===== src/rtl/mips_defs_pkg.sv =====
`default_nettype none
// ============================================================================
// Module      : mips_defs_pkg
// Description : Shared definitions for the MIPS memory-access path: load and
//               store opcodes, bus transfer-size encodings, the memory-stage
//               FSM state type and an opcode-to-size helper.
// Revision    : 1.0 - initial release
// ============================================================================
package mips_defs_pkg;

    // Load / store opcodes (instr[31:26])
    localparam logic [5:0] OP_LB  = 6'b100000;
    localparam logic [5:0] OP_LH  = 6'b100001;
    localparam logic [5:0] OP_LW  = 6'b100011;
    localparam logic [5:0] OP_LBU = 6'b100100;
    localparam logic [5:0] OP_LHU = 6'b100101;
    localparam logic [5:0] OP_SB  = 6'b101000;
    localparam logic [5:0] OP_SH  = 6'b101001;
    localparam logic [5:0] OP_SW  = 6'b101011;

    // data_size encodings on the bus
    localparam logic [1:0] SIZE_B = 2'd0;
    localparam logic [1:0] SIZE_H = 2'd1;
    localparam logic [1:0] SIZE_W = 2'd2;

    // Memory-stage bus FSM
    typedef enum logic [2:0] {
        IDLE      = 3'd0,
        REQ       = 3'd1,
        WAIT_DATA = 3'd2,
        HOLD      = 3'd3,
        DRAIN     = 3'd4
    } mem_state_t;

    // Transfer size implied by an opcode. Non-memory opcodes report a word so
    // that only genuine byte/half accesses relax the alignment check.
    function automatic logic [1:0] op_size(input logic [5:0] op);
        logic [1:0] sz;
        case (op)
            OP_LB, OP_LBU, OP_SB: sz = SIZE_B;
            OP_LH, OP_LHU, OP_SH: sz = SIZE_H;
            default:              sz = SIZE_W;
        endcase
        return sz;
    endfunction

endpackage
`default_nettype wire


===== src/rtl/mem_data_align.sv =====
`default_nettype none
// ============================================================================
// Module      : mem_data_align
// Description : Purely combinational data alignment for the memory path.
//               Produces store byte lanes / strobes and formats raw load data
//               (byte/half select with sign or zero extension).
// Ports       : op         in  6   opcode
//               addr_lo    in  2   address bits [1:0]
//               store_data in  32  register store data
//               load_raw   in  32  raw bus read data
//               size       out 2   transfer size (SIZE_B/H/W)
//               misalign   out 1   address not naturally aligned for size
//               wdata      out 32  store data replicated onto all lanes
//               wstrb      out 4   byte enables (zero for non-stores)
//               load_data  out 32  formatted load result
// Revision    : 1.0 - initial release
// ============================================================================
module mem_data_align
    import mips_defs_pkg::*;
(
    input  logic [5:0]  op,
    input  logic [1:0]  addr_lo,
    input  logic [31:0] store_data,
    input  logic [31:0] load_raw,
    output logic [1:0]  size,
    output logic        misalign,
    output logic [31:0] wdata,
    output logic [3:0]  wstrb,
    output logic [31:0] load_data
);

    logic [31:0] w_byte_shift;
    logic [31:0] w_half_shift;
    logic [7:0]  w_byte;
    logic [15:0] w_half;

    assign size     = op_size(op);
    assign misalign = ((size == SIZE_H) && addr_lo[0]) ||
                      ((size == SIZE_W) && (addr_lo != 2'b00));

    // Selected lane is moved down to bit 0 before extension
    assign w_byte_shift = load_raw >> {addr_lo, 3'b000};
    assign w_half_shift = load_raw >> {addr_lo[1], 4'b0000};
    assign w_byte       = w_byte_shift[7:0];
    assign w_half       = w_half_shift[15:0];

    always_comb begin
        wdata = store_data;
        wstrb = 4'b0000;
        case (op)
            OP_SB: begin
                wdata = {4{store_data[7:0]}};
                wstrb = 4'b0001 << addr_lo;
            end
            OP_SH: begin
                wdata = {2{store_data[15:0]}};
                wstrb = addr_lo[1] ? 4'b1100 : 4'b0011;
            end
            OP_SW: begin
                wdata = store_data;
                wstrb = 4'b1111;
            end
            default: begin
                wdata = store_data;
                wstrb = 4'b0000;
            end
        endcase
    end

    always_comb begin
        load_data = load_raw;
        case (op)
            OP_LB:   load_data = {{24{w_byte[7]}}, w_byte};
            OP_LBU:  load_data = {24'h000000, w_byte};
            OP_LH:   load_data = {{16{w_half[15]}}, w_half};
            OP_LHU:  load_data = {16'h0000, w_half};
            default: load_data = load_raw;
        endcase
    end

endmodule
`default_nettype wire


===== src/rtl/mem_access_stage.sv =====
`default_nettype none
// ============================================================================
// Module      : mem_access_stage
// Description : MIPS memory stage. Issues a single outstanding access on an
//               SRAM-like bus (req/addr_ok/data_ok), stalls the pipeline while
//               the access is in flight, flags misaligned addresses and
//               formats load data for the MEM/WB register.
// Ports       : clk, rst                      clock, async active-high reset
//               instr_M, alu_out_M, rt_data_M instruction, address, store data
//               mem_rd_M, mem_wr_M            load / store in M
//               exc_pending_M, flush_M        suppress / squash the access
//               hold_M                        external stall of M
//               data_*                        bus request / response
//               mem_stall_M                   stall to hazard unit
//               rdata_M                       formatted load result
//               adel_M, ades_M, bad_vaddr_M   address-error reporting
// Revision    : 1.0 - initial release
// ============================================================================
module mem_access_stage
    import mips_defs_pkg::*;
#(
    parameter int ADDR_W = 32
) (
    input  logic              clk,
    input  logic              rst,
    input  logic [31:0]       instr_M,
    input  logic [31:0]       alu_out_M,
    input  logic [31:0]       rt_data_M,
    input  logic              mem_rd_M,
    input  logic              mem_wr_M,
    input  logic              exc_pending_M,
    input  logic              flush_M,
    input  logic              hold_M,
    output logic              data_req,
    output logic              data_wr,
    output logic [1:0]        data_size,
    output logic [ADDR_W-1:0] data_addr,
    output logic [31:0]       data_wdata,
    output logic [3:0]        data_wstrb,
    input  logic              data_addr_ok,
    input  logic              data_data_ok,
    input  logic [31:0]       data_rdata,
    output logic              mem_stall_M,
    output logic [31:0]       rdata_M,
    output logic              adel_M,
    output logic              ades_M,
    output logic [ADDR_W-1:0] bad_vaddr_M
);

    mem_state_t  r_state;
    mem_state_t  w_state_nxt;
    logic [31:0] r_capture;

    logic [1:0]  w_size;
    logic        w_misalign;
    logic [3:0]  w_wstrb;
    logic [31:0] w_load_fmt;
    logic        w_mem_op;
    logic        w_access_valid;
    logic        w_req;
    logic        w_stall;
    logic        w_capture;
    logic        w_unused_instr;

    // Only the opcode field matters here
    assign w_unused_instr = ^instr_M[25:0];

    mem_data_align u_align (
        .op         (instr_M[31:26]),
        .addr_lo    (alu_out_M[1:0]),
        .store_data (rt_data_M),
        .load_raw   (data_rdata),
        .size       (w_size),
        .misalign   (w_misalign),
        .wdata      (data_wdata),
        .wstrb      (w_wstrb),
        .load_data  (w_load_fmt)
    );

    assign w_mem_op       = mem_rd_M | mem_wr_M;
    assign w_access_valid = w_mem_op & ~w_misalign & ~exc_pending_M & ~flush_M;

    assign adel_M      = mem_rd_M & w_misalign;
    assign ades_M      = mem_wr_M & w_misalign;
    assign bad_vaddr_M = (adel_M | ades_M) ? ADDR_W'(alu_out_M) : '0;

    // Address/controls come straight from EX/MEM; the stall keeps them stable
    // for as long as the request is pending.
    assign data_addr  = ADDR_W'(alu_out_M);
    assign data_wr    = mem_wr_M;
    assign data_size  = w_size;
    assign data_wstrb = mem_wr_M ? w_wstrb : 4'b0000;

    always_comb begin
        w_state_nxt = r_state;
        w_req       = 1'b0;
        w_stall     = 1'b0;
        w_capture   = 1'b0;
        case (r_state)
            IDLE: begin
                w_req   = w_access_valid;
                w_stall = w_access_valid;
                if (w_access_valid) begin
                    w_state_nxt = data_addr_ok ? WAIT_DATA : REQ;
                end
            end
            REQ: begin
                w_req   = 1'b1;
                w_stall = w_access_valid;
                // If the bus accepts in the same cycle as a flush, the
                // transaction exists and its data must be drained.
                if (data_addr_ok) begin
                    w_state_nxt = flush_M ? DRAIN : WAIT_DATA;
                end else if (flush_M) begin
                    w_state_nxt = IDLE;
                end
            end
            WAIT_DATA: begin
                w_stall = ~data_data_ok;
                if (data_data_ok) begin
                    w_capture   = ~flush_M;
                    w_state_nxt = (hold_M && !flush_M) ? HOLD : IDLE;
                end else if (flush_M) begin
                    w_state_nxt = DRAIN;
                end
            end
            HOLD: begin
                if (!hold_M || flush_M) begin
                    w_state_nxt = IDLE;
                end
            end
            DRAIN: begin
                w_stall = w_mem_op;
                if (data_data_ok) begin
                    w_state_nxt = IDLE;
                end
            end
            default: begin
                w_state_nxt = IDLE;
            end
        endcase
    end

    // Outputs forced low while reset is asserted so the bus and hazard unit
    // see the abandonment immediately, not at the next edge.
    assign data_req    = w_req & ~rst;
    assign mem_stall_M = w_stall & ~rst;

    // Completion cycle forwards the bus data directly; otherwise the capture
    // register (held value in HOLD, zero after reset).
    assign rdata_M = w_capture ? w_load_fmt : r_capture;

    always_ff @(posedge clk or posedge rst) begin
        if (rst) begin
            r_state   <= IDLE;
            r_capture <= 32'h0;
        end else begin
            r_state <= w_state_nxt;
            if (w_capture) begin
                r_capture <= w_load_fmt;
            end
        end
    end

endmodule
`default_nettype wire


===== config.mk =====
export PLATFORM = sky130hd
export DESIGN_NAME = mem_access_stage
export DESIGN_NICKNAME = d
export VERILOG_FILES = /design/src/rtl/mips_defs_pkg.sv /design/src/rtl/mem_data_align.sv /design/src/rtl/mem_access_stage.sv
export SDC_FILE = /design/constraint.sdc
export NUM_CORES = 1
export LEC_CHECK = 0
export BUFFER_PORTS_ARGS = -buffer_cell sky130_fd_sc_hd__buf_4
export CAP_MARGIN = 40
export CORE_AREA = 2 2 108 110
export CTS_CLUSTER_SIZE = 20
export DETAILED_ROUTE_END_ITERATION = 16
export DIE_AREA = 0 0 110 112
export PLACE_DENSITY = 0.71
export SYNTH_ARGS = -nofsm -noshare
export SYNTH_HDL_FRONTEND = slang
export SYNTH_SLANG_ARGS = --single-unit
export TNS_END_PERCENT = 50

===== constraint.sdc =====
create_clock -name clk -period 3.8 [get_ports clk]
set_input_delay 0 -clock clk [delete_from_list [all_inputs] [get_ports clk]]
set_output_delay 0 -clock clk [all_outputs]
set_load 0.1 [all_outputs]

==> results of run 1 <==
==> cells by family after synthesis <==
group,Yosys count,synth area share
and+or+nand+nor,129,0.230
AOI/OAI and AO/OA,101,0.241
DFF,35,0.287
muxes,26,0.0965
buffers and inverters,72,0.145
==> power breakdown <==
| part | switching [mW] | internal, mW | total (mW) | leakage (nW) |
|---|---|---|---|---|
| clock | 0.157 | 0.262 | 0.418 | 0.0731 |
| combinational | 2.30 | 0.636 | 2.93 | 1.97 |
| sequential | 0.0823 | 0.543 | 0.626 | 0.443 |
| total | 2.54 | 1.44 | 3.98 | 2.48 |
==> layer usage <==
metal,part of all wire,global-route usage
met2,0.49,0.310
met1,0.43,0.261
met4,0.0067,0.0295
met5,0,0
met3,0.074,0.0451
==> final cells by class <==
| cell class | instances | area share |
|---|---|---|
| repair buffers | 264 | 0.403 |
| clock inverters | 2 | 0.00327 |
| flip-flops and latches | 35 | 0.176 |
| clock buffers | 6 | 0.0279 |
| inverters | 6 | 0.00453 |
| multi-input cells | 256 | 0.350 |
| well taps | 143 | 0.0360 |
==> worst max-delay path by stage <==
stage,from,end,slack [ns],cells after the start
final,r_state[1]$_DFFE_PP0P_,rdata_M[19],0.89,7
after floorplan,r_state[1]$_DFFE_PP0P_,r_capture[3]$_DFF_PP0_,-0.02,6
after global routing,r_state[1]$_DFFE_PP0P_,rdata_M[19],0.76,7
after global placement,r_state[1]$_DFFE_PP0P_,rdata_M[23],0.94,6
after CTS,r_state[1]$_DFFE_PP0P_,rdata_M[18],0.89,7
after detailed placement,r_state[1]$_DFFE_PP0P_,rdata_M[19],1.19,7
==> sequential cells by signal, summed over array words and instances, names as in the netlist <==
name,count
r_state,3
r_capture,32
==> per-stage QoR <==
stage | power (mW) | instance area (sq um) | cells | utilization | setup slack (ns)
floorplan | 2.98 | 3050 | 363 | - | -0.0201
global placement | 3.53 | 4720 | 694 | 0.423 | 0.942
detailed placement | 3.56 | 4740 | 696 | 0.424 | 1.19
CTS | 3.99 | 4980 | 712 | 0.445 | 0.890
global route | 4.12 | 4980 | 712 | 0.445 | 0.758
finish | 3.98 | 4980 | 712 | 0.445 | 0.891
==> critical path, stage by stage, from the launching register on <==
cell and delay, ns:
dfrtp_1 0.50, or3b_4 0.45, or2_1 0.24, buf_4 0.25, a2111oi_4 0.51, buf_6 0.22
a221o_1 0.15, buf_4 0.30
==> placed cells by master, fill, tap and decap left out, drive strengths merged, types with 4 or more instances in the layout <==
cell type,synthesis,routed
dfrtp,35,35
nand2b,4,4
nand2,32,32
clkbuf,22,6
nor3b,4,4
nor2,24,24
a22oi,7,7
dlygate4sd3,0,8
a221o,16,16
and2,35,35
buf,44,256
mux2,17,17
a211o,7,7
o21a,9,9
nor3,4,4
a21oi,13,13
inv,5,5
and3b,7,7
o21ai,33,33
mux2i,8,8
==> results.toml, run 1 <==
[clock_tree]
cts_inserted_buffers = 5
cts_tree = "yes"
clockBufferDepth = 2
clk-insertion-delay-late_ns = 0.28
cts_root_buffer = "clkbuf_16"
cts.hold.buffers_added = 8
cts_max_level = 2
clock_sinks = 35
clk_pin_slew_ns = 0.06
post_cts_buffers = 0
post_cts_resized = 0

[placed_design]
port_buffers = 249
dp_hpwl_um = 9890
place_congestion = 0.799

[worst_hold_path]
min_to = "r_capture[21]$_DFF_PP0_"
hold-path-cell-count = 2
hold_start = "data_rdata[21]"
hp-class = "in2reg"

[floorplan]
start_util = 0.273
die_h_um = 112
die_x_um = 110
core_sq_um = 11200
dieArea_sq_um = 12300
io_pins = 276
rows = 39

[sta]
min_period_ns = 2.91
slew_violations = 0
tightest_slew_ns = 0.807
hold-worst-slack_ns = 0.00347
hold_viol = 0
rsz0062_at_grt = "no"
timing.slew.headroom = 0.460
period_share = 0.765
setup_violations = 0
finalClockSkew_ns = 0.00723
fmax_mhz = 344
setup_tns_ns = 0

[synth]
ys_top_cells_by_area = "dfrtp_1 29%, buf_4 10%, and2_1 7.2%"
synth.cells.most_frequent = "42 x buf_4, 35 x and2_1, 35 x dfrtp_1"
synth_top_area_cell = "dfrtp_1"
async_flop_share = 1.00
synth.most_common_cell = "buf_4"
synth_edf_count = 0
synthDistinctLibCells = 46
syn_area_sq_um = 3050
seq_area_frac_synth = 0.287
syn-instance-count = 363
ys_ff_latch = 35
yosys_warnings = 0
synth_nets = 500
synth_flop_cell = "dfrtp_1"
syn_area_per_cell_sq_um = 8.40
synth_top_area_share = 0.287

[pwr]
ir_worst_vdd_mv = 0.521
p_leak_nw = 2.48
powerDensity_nw_per_um2 = 800

[route]
routed_via_density = 4.90
ant_nets = 0
drt_iter0_drc = 187
routedWlPerCell_um = 17.2
firstDrtPassIters = 5
dr_total_vias = 3490
drt_wl_total_um = 12200
drc = 0

[grt]
antenna_found_initial = 0
grt_overflow = 0
grt_pass1_wl_um = 18400
grt_max_degree = 36
grt.total_usage = 0.191
first_global_vias = 3349

[layout]
seq_area_sq_um = 876
multi_input_area_sq_um = 1740
antenna_cells = 0
drive_above_1_share = 0.524
synthToLayoutAreaGrowth_pct = 63.3
nFillCells = 1060
finalNetCount = 705

[outcome]
status = "finished clean"

[critical_path]
reg2reg_depth = 6
cp.arrival_ns = 2.91
startpoint_type = "register"
path_max_fanout = 33
worst_ep_required_time_ns = 3.80
cp-end-kind = "output pin"
r2r-end = "r_capture[18]$_DFF_PP0_"
reg2reg_slack_ns = 1.40
crit_type = "reg2out"
r2r_start = "r_state[1]$_DFFE_PP0P_"

[job]
drv_cap = 0
No activity file was read; power rests on OpenSTA's default activity.
==> run 2: changes to the inputs <==
--- a/config.mk
+++ b/config.mk
@@ -7,11 +7,11 @@
 export LEC_CHECK = 0
 export BUFFER_PORTS_ARGS = -buffer_cell sky130_fd_sc_hd__buf_4
 export CAP_MARGIN = 40
-export CORE_AREA = 2 2 108 110
+export CORE_AREA = 2 2 109 111
 export CTS_CLUSTER_SIZE = 20
 export DETAILED_ROUTE_END_ITERATION = 16
-export DIE_AREA = 0 0 110 112
-export PLACE_DENSITY = 0.71
+export DIE_AREA = 0 0 111 113
+export PLACE_DENSITY = 0.72
 export SYNTH_ARGS = -nofsm -noshare
 export SYNTH_HDL_FRONTEND = slang
 export SYNTH_SLANG_ARGS = --single-unit
==> constraint.sdc (replaced) <==
create_clock -name clk -period 2.53 [get_ports clk]
set_input_delay 0 -clock clk [delete_from_list [all_inputs] [get_ports clk]]
set_output_delay 0 -clock clk [all_outputs]
set_load 0.1 [all_outputs]
==> results.toml, run 2 (synthesis results as in run 1) <==
[layout]
largestRegisters = "r_capture x32, r_state x3"
synthToLayoutAreaGrowth_pct = 64.7
seq_area_sq_um = 876
multi_input_area_sq_um = 1770
largest-register = "r_capture"
antenna_cells = 0
nFillCells = 1090
drive_above_1_share = 0.546
finalNetCount = 708
final_cell_mix = "259 x buf_4, 35 x and2_1, 35 x dfrtp_1, 32 x nand2_1, 24 x nor2_1"
layout_commonest_cell = "buf_4"
largest_reg_flops = 32

[floorplan]
die_x_um = 111
io_pins = 276
dieArea_sq_um = 12500
core_sq_um = 11300
rows = 39
start_util = 0.270
die_h_um = 113

[clock_tree]
clock_sinks = 35
clk-insertion-delay-late_ns = 0.28
post_cts_buffers = 0
cts_tree = "yes"
clk_pin_slew_ns = 0.05
cts_root_buffer = "clkbuf_16"
cts_max_level = 2
cts_inserted_buffers = 5
clockBufferDepth = 2

[pwr]
netSwitchingPower_mw = 3.80
switching_share = 0.632
p_seq_frac = 0.151
p_clk_frac = 0.099
comb_power_share = 0.750
ir_worst_vdd_mv = 1.27
powerDensity_nw_per_um2 = 1200
p_int_mw = 2.22
p_leak_nw = 2.52
finalPower_mw = 6.02

[critical_path]
crit_type = "reg2out"
startpoint_type = "register"
cp-end-kind = "output pin"
reg2reg_slack_ns = 0.56
startpoint = "r_state[0]$_DFFE_PP0P_"
r2r_start = "r_state[0]$_DFFE_PP0P_"
worst_ep_required_time_ns = 2.53
path_max_fanout = 16
critPathCapture = "rdata_M[16]"
r2r-end = "r_capture[17]$_DFF_PP0_"
reg2reg_depth = 5
cp.arrival_ns = 2.44

[grt]
grt.total_usage = 0.176
antenna_found_initial = 0
grt_overflow = 0
first_global_vias = 3416
grt_pass1_wl_um = 17900
grt_max_degree = 36

[worst_hold_path]
hp-class = "in2reg"

[route]
drc = 0
ant_nets = 0
routed_via_density = 4.88
firstDrtPassIters = 4
drt_iter0_drc = 222
routedWlPerCell_um = 16.6
dr_total_vias = 3482
drt_wl_total_um = 11900

[sta]
tightest_slew_ns = 0.672
slew_violations = 0
period_share = 0.963
timing.slew.headroom = 0.550
rsz0062_at_grt = "no"
worst_slack_ns = 0.0945
hold_viol = 0
min_period_ns = 2.44
setup_violations = 0
fmax_mhz = 411
finalClockSkew_ns = 0.00496

[placed_design]
dp_hpwl_um = 9650
port_buffers = 249
place_congestion = 0.795
place_ws_ns = 0.401

[outcome]
status = "finished clean"

[job]
drv_cap = 0
run 2: layer usage:
metal | global-route usage | vias up | routed length (um)
met5 | 0 | - | 0
met4 | 0.0333 | 0 | 69
met3 | 0.0316 | 6 | 712
met2 | 0.306 | 142 | 6000
met1 | 0.234 | 1651 | 5070
li1 | - | 1683 | -
run 2: per-stage QoR:
step	cells	hold slack, ns	TNS, ns	area (sq um)	util
after floorplan	363	0.154	-7.28	3080	-
after global placement	703	0.164	0	4820	0.428
after detailed placement	703	0.164	0	4820	0.428
after CTS	714	0.00333	0	5010	0.444
after global routing	714	0.00861	0	5020	0.445
final	714	0.00810	0	5020	0.445
run 2: area by class of cell:
cell class | count | share of cell area
repair buffers | 267 | 0.404
multi-input cells | 256 | 0.353
flip-flops and latches | 35 | 0.174
well taps | 143 | 0.0356
clock buffers | 6 | 0.0277
inverters | 6 | 0.00449
clock inverters | 1 | 0.000997
run 2: worst min path at each step:
stage / cells after the start / slack (ns) / to / from
2_1_floorplan: 1 / 0.15 / r_capture[0]$_DFF_PP0_ / rst
3_5_place_dp: 3 / 0.16 / r_state[0]$_DFFE_PP0P_ / rst
3_3_place_gp: 3 / 0.16 / r_state[0]$_DFFE_PP0P_ / rst
5_1_grt: 2 / 0.009 / r_capture[29]$_DFF_PP0_ / data_rdata[29]
6_report: 2 / 0.008 / r_capture[28]$_DFF_PP0_ / data_rdata[28]
4_1_cts: 2 / 0.003 / r_capture[29]$_DFF_PP0_ / data_rdata[29]
run 2: what timing repair did:
item	4_1_cts	5_1_grt
hold buffers	4	0
endpoints found under the setup margin	0	4
resized for setup	0	4
hold endpoints to repair	38	0
run 2: worst max-delay path: stages (launching register included):
cell and delay (ns):
dfrtp_1 0.49, nand2b_1 0.29, or2_1 0.30, a2111oi_4 0.33, buf_4 0.27, a221o_1 0.17, buf_4 0.29
run 2: power by group through the flow:
stage,logic [mW],clock network (mW),registers (mW)
3_3_place_gp,4.47,0,0.905
3_5_place_dp,4.49,0,0.916
4_1_cts,4.50,0.609,0.908
6_report,4.51,0.597,0.908
5_1_grt,4.66,0.635,0.931
2_1_floorplan,3.63,0,0.886
==> run 3: changes to the inputs <==
--- a/config.mk
+++ b/config.mk
@@ -7,11 +7,15 @@
 export LEC_CHECK = 0
 export BUFFER_PORTS_ARGS = -buffer_cell sky130_fd_sc_hd__buf_4
 export CAP_MARGIN = 40
-export CORE_AREA = 2 2 109 111
+export CELL_PAD_IN_SITES_DETAIL_PLACEMENT = 1
+export CELL_PAD_IN_SITES_GLOBAL_PLACEMENT = 1
+export CORE_ASPECT_RATIO = 1.25
+export CORE_MARGIN = 2
+export CORE_UTILIZATION = 22
 export CTS_CLUSTER_SIZE = 20
 export DETAILED_ROUTE_END_ITERATION = 16
-export DIE_AREA = 0 0 111 113
-export PLACE_DENSITY = 0.72
+export PLACE_DENSITY = 0.85
+export RECOVER_POWER = 25
 export SYNTH_ARGS = -nofsm -noshare
 export SYNTH_HDL_FRONTEND = slang
 export SYNTH_SLANG_ARGS = --single-unit
==> results.toml, run 3 (synthesis results as in run 1) <==
[job]
drv_cap = 0

[grt]
grt_overflow = 0
antenna_found_initial = 1
grt_max_degree = 36
first_global_vias = 3772
grt.total_usage = 0.181
grt_pass1_wl_um = 20800

[layout]
largest_reg_flops = 32
multi_input_area_sq_um = 1770
finish.utilization = 0.361
layout_commonest_cell = "buf_4"
finalNetCount = 704
largest-register = "r_capture"
largestRegisters = "r_capture x32, r_state x3"
fin_cells = 744
synthToLayoutAreaGrowth_pct = 62.2
seq_area_sq_um = 876
final_cell_mix = "200 x buf_4, 42 x clkbuf_1, 35 x and2_1, 35 x dfrtp_1, 32 x nand2_1"
nFillCells = 1642
drive_above_1_share = 0.474

[clock_tree]
clock_sinks = 35
clk-insertion-delay-late_ns = 0.28
cts_tree = "yes"
cts_inserted_buffers = 5
post_cts_buffers = 0
cts_max_level = 2
cts_root_buffer = "clkbuf_16"
clockBufferDepth = 2
clk_pin_slew_ns = 0.06

[route]
drt_wl_total_um = 14100
drt_iter0_drc = 157
firstDrtPassIters = 4
drc = 0
ant_nets = 0
routedWlPerCell_um = 18.9
dr_total_vias = 3578
routed_via_density = 4.81

[pwr]
ir_worst_vdd_mv = 0.823
p_leak_nw = 2.36
netSwitchingPower_mw = 3.92
powerDensity_nw_per_um2 = 1250
finalPower_mw = 6.19
p_int_mw = 2.27
p_seq_frac = 0.150
comb_power_share = 0.747
p_clk_frac = 0.103
switching_share = 0.633

[floorplan]
start_util = 0.223
dieArea_sq_um = 14800
die_x_um = 109
rows = 48
die_h_um = 136
io_pins = 276
core_sq_um = 13700

[critical_path]
critical_path_buf_inv_count = 2
cp.arrival_ns = 2.40
startpoint_type = "register"
crit_type = "reg2out"
cp-end-kind = "output pin"
path_cells = "or3b_4, or2_1, buf_4, a221o_2, buf_6"
cpMaxStageDelayCell = "dfrtp_1"
path_max_fanout = 32
cp_top_family = "simple AND/OR/NAND/NOR gates"
max_stage_delay_ns = 0.47
worst_ep_required_time_ns = 2.53

[sta]
hold_viol = 0
rsz0062_at_grt = "no"
setup_violations = 0
fmax_mhz = 417
min_period_ns = 2.40
hold-worst-slack_ns = 0.00837
slew_violations = 0
timing.slew.headroom = 0.204
finalClockSkew_ns = 0.00459
tightest_slew_ns = 1.20
period_share = 0.949
setup_tns_ns = 0

[placed_design]
place_congestion = 0.774
dp_hpwl_um = 11400
dp_cells = 732
port_buffers = 249

[worst_hold_path]
hp-class = "in2reg"

[outcome]
status = "finished clean"
run 3: cell type report:
type / count / share of cell area
diodes: 1 / 0.000506
clock buffers: 6 / 0.0281
clock inverters: 2 / 0.00329
inverters: 6 / 0.00456
multi-input cells: 256 / 0.358
flip-flops and latches: 35 / 0.177
well taps: 175 / 0.0443
repair buffers: 263 / 0.384
run 3: metrics by stage:
step,instance area [sq um],setup WS (ns)
after floorplan,3080,-0.387
after global placement,4840,0.340
after detailed placement,4840,0.276
after CTS,5080,0.0365
after global routing,4940,0.0261
final,4940,0.129
run 3: worst paths after layout:
kind                                         from                 endpoint  cells after the start  slack (ns)
setup reg to reg           r_state[2]$_DFFE_PP0P_  r_capture[20]$_DFF_PP0_                      4        0.48
hold reg to reg            r_capture[3]$_DFF_PP0_   r_capture[3]$_DFF_PP0_                      2        0.48
min in group asynchronous                     rst   r_state[1]$_DFFE_PP0P_                      4        0.58
setup / recovery           r_state[2]$_DFFE_PP0P_              rdata_M[28]                      5        0.13
max in group asynchronous                     rst   r_capture[9]$_DFF_PP0_                      4        1.37
hold / removal                     data_rdata[10]  r_capture[10]$_DFF_PP0_                      3       0.008
run 3: repair_timing:
item / 4_1_cts / 5_1_grt
endpoints found under the hold margin: 36 / 0
hold buffers: 2 / 0
pin swaps: 0 / 1
gates cloned: 0 / 1
gates resized for setup: 17 / 6
endpoints found under the setup margin: 16 / 6
run 3: worst reg2reg max path: stages (launching register included):
cell and delay (ns):
dfrtp_1 0.47, or3b_4 0.44, or2_1 0.29, buf_4 0.26
a221o_1 0.45
run 3: metal layers:
layer	vias up	global-route usage	part of all wire
li1	1669	-	-
met1	1771	0.218	0.39
met2	127	0.328	0.55
met3	11	0.0332	0.052
met4	0	0.0408	0.016
met5	-	0	0
run 3: power groups by stage:
stage / Combinational (mW) / Clock, mW / Sequential (mW)
4_1_cts: 4.65 / 0.652 / 0.927
3_5_place_dp: 4.52 / 0 / 0.931
3_3_place_gp: 4.46 / 0 / 0.919
5_1_grt: 4.76 / 0.673 / 0.955
2_1_floorplan: 3.63 / 0 / 0.886
6_report: 4.62 / 0.638 / 0.930
